<file path="src/rtl/mem_arbiter.sv">
// mem_arbiter: shares one single-port byte memory (1-cycle read latency) between the CPU and
// the VIDAC engine. VIDAC accesses are relocated to VIDAC_BASE. Grants are registered owner
// decodes. Each master has its own read pipeline with held read data.
// Optional feature: define ARB_STATS_EN to build the saturating CPU stall counter on
// stat_cpu_stall; otherwise that port is tied to zero.

module mem_arbiter #(
  parameter logic [19:0] VIDAC_BASE  = 20'hA0000,
  parameter int unsigned VIDAC_BURST = 4
) (
  input  logic        clock,
  input  logic        reset,
  input  logic        cpu_req,
  input  logic [19:0] cpu_address,
  input  logic [7:0]  cpu_out,
  input  logic        cpu_we,
  output logic        cpu_gnt,
  output logic        cpu_rvalid,
  output logic [7:0]  cpu_in,
  input  logic        vidac_req,
  input  logic [17:0] vidac_a,
  input  logic [7:0]  vidac_o,
  input  logic        vidac_w,
  output logic        vidac_gnt,
  output logic        vidac_rvalid,
  output logic [7:0]  vidac_i,
  output logic [19:0] mem_a,
  output logic [7:0]  mem_d,
  output logic        mem_we,
  input  logic [7:0]  mem_q,
  output logic [15:0] stat_cpu_stall
);

  localparam int unsigned BurstW = $clog2(VIDAC_BURST + 1);
  localparam logic [BurstW-1:0] BurstMax = BurstW'(VIDAC_BURST);

  localparam logic [1:0] OwnNone  = 2'd0;
  localparam logic [1:0] OwnCpu   = 2'd1;
  localparam logic [1:0] OwnVidac = 2'd2;

  logic [1:0]        owner_q, owner_d;
  logic [BurstW-1:0] burst_q, burst_d;
  logic              cpu_rvalid_q, cpu_rvalid_d;
  logic              vidac_rvalid_q, vidac_rvalid_d;
  logic [7:0]        cpu_hold_q, cpu_hold_d;
  logic [7:0]        vidac_hold_q, vidac_hold_d;
  logic              cpu_act, vidac_act;
  logic [19:0]       vidac_phys;

  // Next owner: VIDAC wins unless the CPU is waiting and VIDAC has used up its burst.
  always_comb begin
    owner_d = OwnNone;
    burst_d = '0;
    if (vidac_req && (!cpu_req || (burst_q < BurstMax))) begin
      owner_d = OwnVidac;
      burst_d = (burst_q == BurstMax) ? burst_q : burst_q + BurstW'(1);
    end else if (cpu_req) begin
      owner_d = OwnCpu;
    end
  end

  // Memory port steering; a grant whose request already dropped is a dead cycle.
  always_comb begin
    cpu_gnt    = (owner_q == OwnCpu);
    vidac_gnt  = (owner_q == OwnVidac);
    cpu_act    = cpu_gnt & cpu_req;
    vidac_act  = vidac_gnt & vidac_req;
    // Truncation to 20 bits makes relocation wrap at the top of memory.
    vidac_phys = VIDAC_BASE + {2'b00, vidac_a};
    mem_a      = vidac_gnt ? vidac_phys : cpu_address;
    mem_d      = vidac_gnt ? vidac_o : cpu_out;
    mem_we     = (cpu_act & cpu_we) | (vidac_act & vidac_w);
  end

  // Read pipelines: rvalid marks the cycle after a live granted read; data is held afterwards.
  always_comb begin
    cpu_rvalid_d   = cpu_act & ~cpu_we;
    vidac_rvalid_d = vidac_act & ~vidac_w;
    cpu_hold_d     = cpu_rvalid_q ? mem_q : cpu_hold_q;
    vidac_hold_d   = vidac_rvalid_q ? mem_q : vidac_hold_q;
    cpu_rvalid     = cpu_rvalid_q;
    vidac_rvalid   = vidac_rvalid_q;
    cpu_in         = cpu_rvalid_q ? mem_q : cpu_hold_q;
    vidac_i        = vidac_rvalid_q ? mem_q : vidac_hold_q;
  end

  // Arbitration and read-pipeline state; reset clears the owner immediately.
  always_ff @(posedge clock or posedge reset) begin
    if (reset) begin
      owner_q        <= OwnNone;
      burst_q        <= '0;
      cpu_rvalid_q   <= 1'b0;
      vidac_rvalid_q <= 1'b0;
      cpu_hold_q     <= 8'h00;
      vidac_hold_q   <= 8'h00;
    end else begin
      owner_q        <= owner_d;
      burst_q        <= burst_d;
      cpu_rvalid_q   <= cpu_rvalid_d;
      vidac_rvalid_q <= vidac_rvalid_d;
      cpu_hold_q     <= cpu_hold_d;
      vidac_hold_q   <= vidac_hold_d;
    end
  end

`ifdef ARB_STATS_EN
  logic [15:0] stat_q, stat_d;

  // Count cycles in which the CPU is asking but not owning the port; saturate at all-ones.
  always_comb begin
    stat_d = stat_q;
    if (cpu_req && !cpu_gnt && (stat_q != 16'hFFFF)) begin
      stat_d = stat_q + 16'd1;
    end
  end

  // Stall counter register.
  always_ff @(posedge clock or posedge reset) begin
    if (reset) begin
      stat_q <= 16'h0000;
    end else begin
      stat_q <= stat_d;
    end
  end

  assign stat_cpu_stall = stat_q;
`else
  assign stat_cpu_stall = 16'h0000;
`endif

endmodule

</file>
<file path="config.mk">
export PLATFORM = sky130hd
export DESIGN_NAME = mem_arbiter
export DESIGN_NICKNAME = d
export VERILOG_FILES = /design/src/rtl/mem_arbiter.sv
export SDC_FILE = /design/constraint.sdc
export NUM_CORES = 1
export LEC_CHECK = 0
export ABC_AREA = 1
export ABC_CLOCK_PERIOD_IN_PS = 3070
export BUFFER_PORTS_ARGS = -buffer_cell sky130_fd_sc_hd__buf_2
export CAP_MARGIN = 0
export CORE_MARGIN = 2
export CORE_UTILIZATION = 40
export DETAILED_ROUTE_END_ITERATION = 10
export GPL_ROUTABILITY_DRIVEN = 0
export PLACE_DENSITY = 0.95
export RECOVER_POWER = 100
export SETUP_SLACK_MARGIN = 0.1
export SYNTH_ARGS = -nofsm -noshare
export SYNTH_HDL_FRONTEND = slang
export SYNTH_SLANG_ARGS = --single-unit
</file>
<file path="constraint.sdc">
create_clock -name clock -period 3.07 [get_ports clock]
set_clock_uncertainty 0.15 [all_clocks]
set_input_delay 0.614 -clock clock [delete_from_list [all_inputs] [get_ports clock]]
set_output_delay 0.614 -clock clock [all_outputs]
set_load 0.03 [all_outputs]
</file>
==> impl_metrics.ini, run 1 <==
[status]
run_status = finished, final reports clean

[logic_synthesis]
syn_avg_cell_area_um2 = 6.68
synthCells = 216
ys_ff_latch = 23
synth-seq-area-share = 0.399
yosys_warnings = 0
synth_cell_type_count = 16
synth.cell_area_um2 = 1440

[drt]
drt_iter0_markers = 40
via_count = 1594
routed_via_density = 4.27
wire_per_inst_um = 9.71
drc = 0
drt-total-wl_mm = 3.62
antenna_left = 0
dr.pass1.iters = 6

[global_routing]
gr-usage-met3 = 0.0423
grt_pass1_vias = 1415
gr-usage-all-layers = 0.174
antenna_found_initial = 0
grt_pass1_wl_mm = 5.67
grtUsageMet1 = 0.195
grt-ovfl-total = 0
grt.busiest_layer = met2
met2_usage = 0.324
grt_max_degree = 30

[clocking]
post_cts_resized = 0
cts_setup_buffers = 0
clock_path_buffers = 2
cts.sinks = 23
htreeDepth = 1
cts-hold-fix-buffers = 0
insertion_delay_ps = 300
cts_buffers = 3
path_clk_slew_ps = 120
cts-root-buf = clkbuf_4
cts_tree = done

[setup_path]
start_kind = flip-flop
critPathKind = flip-flop to output pin
crit_path_max_fanout = 29
cp.required_ps = 2310
crit_path_end_kind = output pin
ff2ff_path_depth = 3
cp.arrival_ps = 1940

[cells_and_area]
mostFrequentLayoutCell = nand2_1
area_growth_pct = 34.7
finalNonFillerCells = 373
drive_gt1_frac = 0.232
nNetsFinal = 398
final_cell_mix = 109 x nand2_1, 69 x buf_2, 47 x clkbuf_1
antenna_cells = 0

[timing]
drv_slew = 0
relSlewSlack = 0.417
timing.hold.ws_ps = 295
setup_viol = 0
tightest_slew_ps = 872
fin_crit_sh = 0.882
setup_tns_ps = 0
finalCriticalPeriod_ps = 2710
hold_viol_final = 0
fmax_ghz = 0.369
rsz0062_at_grt = no

[place]
dp_hpwl_mm = 2.93
placed_cells = 369
port_buffers = 116

[pwr]
power_density_nw_per_um2 = 545
total_leakage_power_nw = 1.14
power_mw = 1.06
peakVddDrop_mv = 0.303

[floorplan]
fp.dieH_um = 64.1
die_area_um2 = 4110
dieWidth_um = 64.1
floorplan.core_area_um2 = 3390
io_pins = 133
fp-row-count = 21
initial_core_util = 0.426

[job]
drv_cap = 0

[worst_hold_path]
hp-class = input port to async pin
-- flip-flops by register name, summed over array words and instances, names as in the netlist --
| register | count |
|---|---|
| cpu_hold_q | 8 |
| vidac_hold_q | 8 |
| burst_q | 3 |
| owner_q | 2 |
| cpu_rvalid | 1 |
| vidac_rvalid | 1 |
-- worst paths after layout --
kind	slack [ps]	end	start
worst max-delay path	360	mem_a[12]	owner_q[0]$_DFF_PP0_
worst min-delay path	300	vidac_hold_q[2]$_DFF_PP0_	reset
worst max register to register	1420	vidac_rvalid$_DFF_PP0_	owner_q[0]$_DFF_PP0_
worst min register to register	400	vidac_hold_q[2]$_DFF_PP0_	vidac_hold_q[2]$_DFF_PP0_
max in group asynchronous	1980	vidac_rvalid$_DFF_PP0_	reset
min in group clock	310	cpu_rvalid$_DFF_PP0_	cpu_we
-- logic make-up after synthesis --
kind of cell               share of synthesized area
other                                        0.00260
DFF                                            0.399
adders and majority gates                     0.0173
AOI/OAI and AO/OA                             0.0659
buffers and inverters                          0.192
and+or+nand+nor                                0.324
-- report_power, final --
group | switching [mW] | total, mW | internal (mW)
clock | 0.0834 | 0.132 | 0.0486
sequential | 0.0303 | 0.399 | 0.369
combinational | 0.399 | 0.528 | 0.130
total | 0.512 | 1.06 | 0.547
-- layout make-up --
class / instances / area (um2)
repair buffers: 117 / 542
clock buffers: 3 / 22.5
fillers: 331 / 1450
inverters: 25 / 93.8
multi-input cells: 158 / 648
flip-flops and latches: 23 / 576
clock inverters: 1 / 5.00
well taps: 46 / 57.6
-- worst max-delay path, stage by stage (launching register included) --
cell	delay, ps
dfrtp_1	380
inv_1	60
nand2_1	640
nand2_1	140
nand2_1	110
clkbuf_1	310
-- cells in the mapped netlist (all sizes together) --
| master | number | share of area |
|---|---|---|
| ha | 2 | 0.017 |
| buf | 25 | 0.13 |
| nand2 | 109 | 0.28 |
| or2 | 1 | 0.0043 |
| nand3 | 4 | 0.014 |
| o21ai | 17 | 0.059 |
| inv | 25 | 0.065 |
| dfrtp | 23 | 0.40 |
| conb | 1 | 0.0026 |
| nor3 | 1 | 0.0035 |
| a21oi | 2 | 0.0069 |
| nor2 | 5 | 0.015 |
| nand4 | 1 | 0.0043 |
-- layer usage --
layer	vias up	part of all wire
met1	674	0.40
met2	82	0.51
met4	0	0.0058
met5	-	0
li1	836	-
met3	2	0.082
-- stage by stage --
| step | instance area (um2) | utilization | setup slack, ps |
|---|---|---|---|
| final | 1940 | 0.574 | 362 |
| after global routing | 1940 | 0.574 | 154 |
| after CTS | 2000 | 0.591 | 381 |
| after detailed placement | 1980 | 0.583 | 745 |
| after global placement | 1980 | 0.583 | 789 |
| after floorplan | 1500 | - | 825 |
Note: power is estimated with default switching activity, not from simulation.
==> run 2: changes to the inputs <==
--- a/config.mk
+++ b/config.mk
@@ -5,7 +5,6 @@
 export SDC_FILE = /design/constraint.sdc
 export NUM_CORES = 1
 export LEC_CHECK = 0
-export ABC_AREA = 1
 export ABC_CLOCK_PERIOD_IN_PS = 3070
 export BUFFER_PORTS_ARGS = -buffer_cell sky130_fd_sc_hd__buf_2
 export CAP_MARGIN = 0
==> run 2 against run 1 <==
Effect of this change: total power is 8.9% lower; final area is 1.2% lower; via count is 7.1% lower; combinational power is 14% lower; die area is 0.41% lower; first-iteration DRC count is 68% higher; sequential share of layout area is 0.37 points higher; critical endpoint is now mem_we; highest routed layer unchanged.
==> impl_metrics.ini, run 2 <==
[drt]
dr.pass1.iters = 4
drt_iter0_markers = 67
drt-total-wl_mm = 3.72
via_count = 1481
routed_via_density = 4.50
antenna_left = 0
drc = 0
wire_per_inst_um = 11.3

[setup_path]
r2r_start = burst_q[0]$_DFFE_PP0P_
start_kind = flip-flop
setup.worst_path.end = mem_we
startpoint = owner_q[0]$_DFF_PP0_
ff2ff_path_depth = 5
critPathKind = flip-flop to output pin
reg2reg_slack_ps = 1770
rr_endpoint = burst_q[2]$_DFFE_PP0P_
cp.arrival_ps = 1790
crit_path_max_fanout = 31
cp.required_ps = 2310
crit_path_end_kind = output pin

[timing]
tightest_slew_ps = 803
hold_viol_final = 0
fin_crit_sh = 0.832
fmax_ghz = 0.392
drv_slew = 0
setup_viol = 0
finalCriticalPeriod_ps = 2550
rsz0062_at_grt = no
relSlewSlack = 0.464
setup_tns_ps = 0

[logic_synthesis]
synthCells = 171
synth.top_cells.by_area = dfrtp_1 40%, nand2_1 21%, mux2_2 13%, buf_4 9.4%, buf_6 2.3%
ys_ff_latch = 23
synth-seq-area-share = 0.400
synth_largest_area_cell = dfrtp_1
synth.cell_area_um2 = 1440
async_flop_share = 1.00
yosys_warnings = 0
synth_cell_type_count = 23
synth_top_area_frac = 0.400
netlist_top_cells_count = 79 x nand2_1, 23 x dfrtp_1, 18 x buf_4, 16 x mux2_2
synth-main-ff-cell = dfrtp_1
synth.most_common_cell = nand2_1
syn_avg_cell_area_um2 = 8.41
synth_edf_count = 0

[pwr]
p_switching_mw = 0.437
power_density_nw_per_um2 = 503
p_sw_frac = 0.452
pwr-share-seq = 0.392
p_int_mw = 0.528
power_mw = 0.965
total_leakage_power_nw = 1.06
pwr-share-comb = 0.471
pwr-share-clk = 0.137
peakVddDrop_mv = 0.245

[cells_and_area]
top_regs = cpu_hold_q: 8 flops, vidac_hold_q: 8 flops, burst_q: 3 flops
nNetsFinal = 354
finalNonFillerCells = 329
area_growth_pct = 33.6
fill_cells = 341
mostFrequentLayoutCell = nand2_1
drive_gt1_frac = 0.283
antenna_cells = 0
final_cell_mix = 79 x nand2_1, 68 x buf_2, 48 x clkbuf_1

[clocking]
clock_path_buffers = 2
cts_setup_buffers = 0
post_cts_resized = 0
htreeDepth = 1
path_clk_slew_ps = 120
cts_tree = done
insertion_delay_ps = 310
cts_buffers = 3
cts-hold-fix-buffers = 0
cts-root-buf = clkbuf_4
cts.sinks = 23

[floorplan]
floorplan.core_area_um2 = 3390
fp.dieH_um = 64.0
io_pins = 133
die_area_um2 = 4090
fp-row-count = 21
dieWidth_um = 64.0
initial_core_util = 0.424

[global_routing]
grt_pass1_wl_mm = 6.39
grt_pass1_vias = 1542
gr-usage-all-layers = 0.193
grt_max_degree = 32
grt-ovfl-total = 0
antenna_found_initial = 0

[place]
dp_hpwl_mm = 3.05
port_buffers = 116
placed_cells = 325

[worst_hold_path]
hp-class = input port to async pin

[job]
drv_cap = 0

[status]
run_status = finished, final reports clean
-- run 2: worst min path at each step --
stage	start	to	slack [ps]	cells after the start
detailed placement	vidac_hold_q[5]$_DFF_PP0_	vidac_hold_q[5]$_DFF_PP0_	330	1
finish	reset	burst_q[0]$_DFFE_PP0P_	290	2
floorplan	burst_q[2]$_DFFE_PP0P_	owner_q[1]$_DFF_PP0_	350	1
global placement	vidac_hold_q[5]$_DFF_PP0_	vidac_hold_q[5]$_DFF_PP0_	330	1
global route	vidac_w	vidac_rvalid$_DFF_PP0_	320	2
CTS	reset	burst_q[0]$_DFFE_PP0P_	320	2
-- run 2: kinds of logic after synthesis --
group	after synthesis	synth area share
AO/OA/AOI/OAI	9	0.0400
AND/OR/NAND/NOR	92	0.273
buffers and inverters	28	0.141
adder cells (fa/ha/maj)	2	0.0174
multiplexers	16	0.125
flip-flops	23	0.400
other	1	0.00261
-- run 2: layout make-up --
class / instances / area (um2) / area share
Clock inverter: 1 / 5.00 / 0.00261
Timing Repair Buffer: 116 / 520 / 0.271
Multi-Input combinational cell: 135 / 716 / 0.373
Clock buffer: 3 / 22.5 / 0.0117
Inverter: 5 / 23.8 / 0.0124
Tap cell: 46 / 57.6 / 0.0300
Sequential cell: 23 / 576 / 0.300
-- run 2: power groups by stage --
stage               combinational (mW)  clock (mW)  sequential (mW)
floorplan                        0.370           0            0.378
global placement                 0.480           0            0.380
detailed placement               0.488           0            0.386
CTS                              0.489       0.138            0.379
global route                     0.493       0.154            0.383
finish                           0.455       0.133            0.378
-- run 2: routing by layer --
layer  wire [um]  GRT usage  part of all wire
met3         233     0.0282             0.063
met1        1470      0.209              0.40
met5           0          0                 0
met4          62     0.0598             0.017
met2        1950      0.379              0.52
-- run 2: through the flow --
stage                     hold WS, ps  instance area [um2]  setup slack, ps   util
after detailed placement          335                 1950              973  0.576
final                             285                 1920              516  0.567
after CTS                         320                 1980              610  0.584
after floorplan                   346                 1490              948      -
after global placement            327                 1950              981  0.576
after global routing              315                 1920              367  0.567
-- run 2: critical path, stage by stage, from the launching register on --
cell and delay [ps]:
dfrtp_1 410, nand2b_4 310, inv_6 250, nand3_1 90
o21ai_0 80, clkbuf_1 330
==> run 3: changes to the inputs <==
--- a/config.mk
+++ b/config.mk
@@ -5,14 +5,14 @@
 export SDC_FILE = /design/constraint.sdc
 export NUM_CORES = 1
 export LEC_CHECK = 0
-export ABC_CLOCK_PERIOD_IN_PS = 3070
+export ABC_CLOCK_PERIOD_IN_PS = 2350
 export BUFFER_PORTS_ARGS = -buffer_cell sky130_fd_sc_hd__buf_2
 export CAP_MARGIN = 0
 export CORE_MARGIN = 2
-export CORE_UTILIZATION = 40
+export CORE_UTILIZATION = 37
 export DETAILED_ROUTE_END_ITERATION = 10
 export GPL_ROUTABILITY_DRIVEN = 0
-export PLACE_DENSITY = 0.95
+export PLACE_DENSITY = 0.9
 export RECOVER_POWER = 100
 export SETUP_SLACK_MARGIN = 0.1
 export SYNTH_ARGS = -nofsm -noshare
==> constraint.sdc (replaced) <==
create_clock -name clock -period 2.35 [get_ports clock]
set_clock_uncertainty 0.15 [all_clocks]
set_input_delay 0.47 -clock clock [delete_from_list [all_inputs] [get_ports clock]]
set_output_delay 0.47 -clock clock [all_outputs]
set_load 0.03 [all_outputs]
==> run 3 against run 2 <==
Effect of this change: core utilization shrank 3.1 points; routed wire length grew 2.0%; critical path depth is the same; sequential share of layout area shrank 0.84 points; total power grew 39%; worst hold slack lost 51 ps; largest cell class unchanged; highest routed layer unchanged.
==> impl_metrics.ini, run 3 (synthesis gave the netlist of run 2 again) <==
[timing]
tightest_slew_ps = 1180
fin_crit_sh = 0.909
drv_slew = 0
hold_viol_final = 0
fmax_ghz = 0.468
setup_viol = 0
finalCriticalPeriod_ps = 2140
setup_tns_ps = 0
worst_slack_ps = 214
relSlewSlack = 0.215
rsz0062_at_grt = no

[clocking]
path_clk_slew_ps = 80
cts_buffers = 3
htreeDepth = 1
cts.sinks = 23
clock_path_buffers = 2
cts_tree = done
cts-hold-fix-buffers = 0
cts-root-buf = clkbuf_8
insertion_delay_ps = 260

[floorplan]
die_area_um2 = 4400
fp.dieH_um = 66.3
io_pins = 133
dieWidth_um = 66.3
initial_core_util = 0.390
fp-row-count = 22
floorplan.core_area_um2 = 3690

[setup_path]
crit_path_end_kind = output pin
cp_slowest_stage_delay_ps = 390
critPathKind = flip-flop to output pin
cp.arrival_ps = 1520
crit_path_max_fanout = 28
path_buf_inv = 2
cp.required_ps = 1730
critPathTopFamily = buffers and inverters
start_kind = flip-flop
worstPathCellList = nand2b_4, inv_8, nand3_1, o21ai_0, clkbuf_1
slowest_stage = dfrtp_1

[drt]
drt_iter0_markers = 44
antenna_left = 0
drt-total-wl_mm = 3.79
dr.pass1.iters = 4
via_count = 1447
drc = 0
routed_via_density = 4.32
wire_per_inst_um = 11.3

[global_routing]
antenna_found_initial = 0
grt_pass1_vias = 1249
grt-ovfl-total = 0
grt_max_degree = 29
gr-usage-all-layers = 0.162
grt_pass1_wl_mm = 5.50

[status]
run_status = finished, final reports clean

[cells_and_area]
fill_cells = 385
nNetsFinal = 358
top_regs = cpu_hold_q: 8 flops, vidac_hold_q: 8 flops, burst_q: 3 flops
mostFrequentLayoutCell = nand2_1
final_cell_mix = 79 x nand2_1, 72 x buf_2, 45 x clkbuf_1
area_growth_pct = 37.4
antenna_cells = 0
drive_gt1_frac = 0.307

[pwr]
power_density_nw_per_um2 = 678
total_leakage_power_nw = 1.09
peakVddDrop_mv = 0.363

[place]
port_buffers = 116
dp_hpwl_mm = 3.08
dpl_worst_slack_ps = 472

[job]
drv_cap = 0

[worst_hold_path]
hp-class = input port to flip-flop
[run 3: changes by cell type in the layout (fill, tap and decap cells not counted)]
cell      before  now
mux2_1        11   10
inv_8          0    1
buf_4          0    3
mux2_2         5    6
buf_2         68   72
inv_6          1    0
clkbuf_1      48   45
clkbuf_4       3    0
clkbuf_8       0    3
[run 3: final cells by class]
class / instances / area, um2 / area share
Multi-Input combinational cell: 135 / 716 / 0.362
Clock buffer: 3 / 41.3 / 0.0209
Tap cell: 48 / 60.1 / 0.0304
Inverter: 5 / 26.3 / 0.0133
Timing Repair Buffer: 120 / 552 / 0.279
Sequential cell: 23 / 576 / 0.291
Clock inverter: 1 / 5.00 / 0.00253
[run 3: layer usage]
layer	wire (um)	global-route usage	vias to the layer above
met5	0	0	-
met4	8	0.0230	0
met3	276	0.0426	2
met2	1940	0.284	67
met1	1560	0.202	638
li1	-	-	740
[run 3: path summary, 6_finish.rpt]
kind	startpoint	endpoint	slack (ps)	depth (start not counted)
max in group asynchronous	reset	vidac_hold_q[5]$_DFF_PP0_	930	3
min	vidac_w	vidac_rvalid$_DFF_PP0_	230	2
max reg2reg	burst_q[0]$_DFFE_PP0P_	burst_q[2]$_DFFE_PP0P_	1040	5
min reg2reg	cpu_hold_q[4]$_DFF_PP0_	cpu_hold_q[4]$_DFF_PP0_	340	1
min in group asynchronous	reset	cpu_hold_q[1]$_DFF_PP0_	420	3
max	owner_q[0]$_DFF_PP0_	mem_we	210	5
[run 3: timing repair]
action | in CTS | in global routing
endpoints found under the setup margin | 0 | 2
buffers inserted | 0 | 2
gates resized for setup | 0 | 1
[run 3: report_power, final]
part           total, mW  leakage (nW)  internal (mW)  switching, mW
Clock              0.238        0.0255          0.118          0.120
Combinational      0.607         0.785          0.168          0.439
Sequential         0.494         0.284          0.468         0.0260
Total               1.34          1.09          0.754          0.584
[run 3: per-stage QoR]
| step | cells | hold slack (ps) | total power, mW | instance area [um2] | util |
|---|---|---|---|---|---|
| 2_1_floorplan | 186 | 322 | 0.976 | 1490 | - |
| 3_3_place_gp | 329 | 327 | 1.13 | 1970 | 0.534 |
| 3_5_place_dp | 329 | 334 | 1.15 | 1970 | 0.534 |
| 4_1_cts | 333 | 85.5 | 1.39 | 2020 | 0.547 |
| 5_1_grt | 335 | 224 | 1.42 | 1980 | 0.536 |
| 6_report | 335 | 234 | 1.34 | 1980 | 0.536 |
[run 3: worst reg2reg max path, cell delays in order, from the launching register on]
cell	delay (ps)
dfrtp_1	390
inv_1	70
ha_1	240
nor2b_1	130
nor3_1	60
o21a_1	180
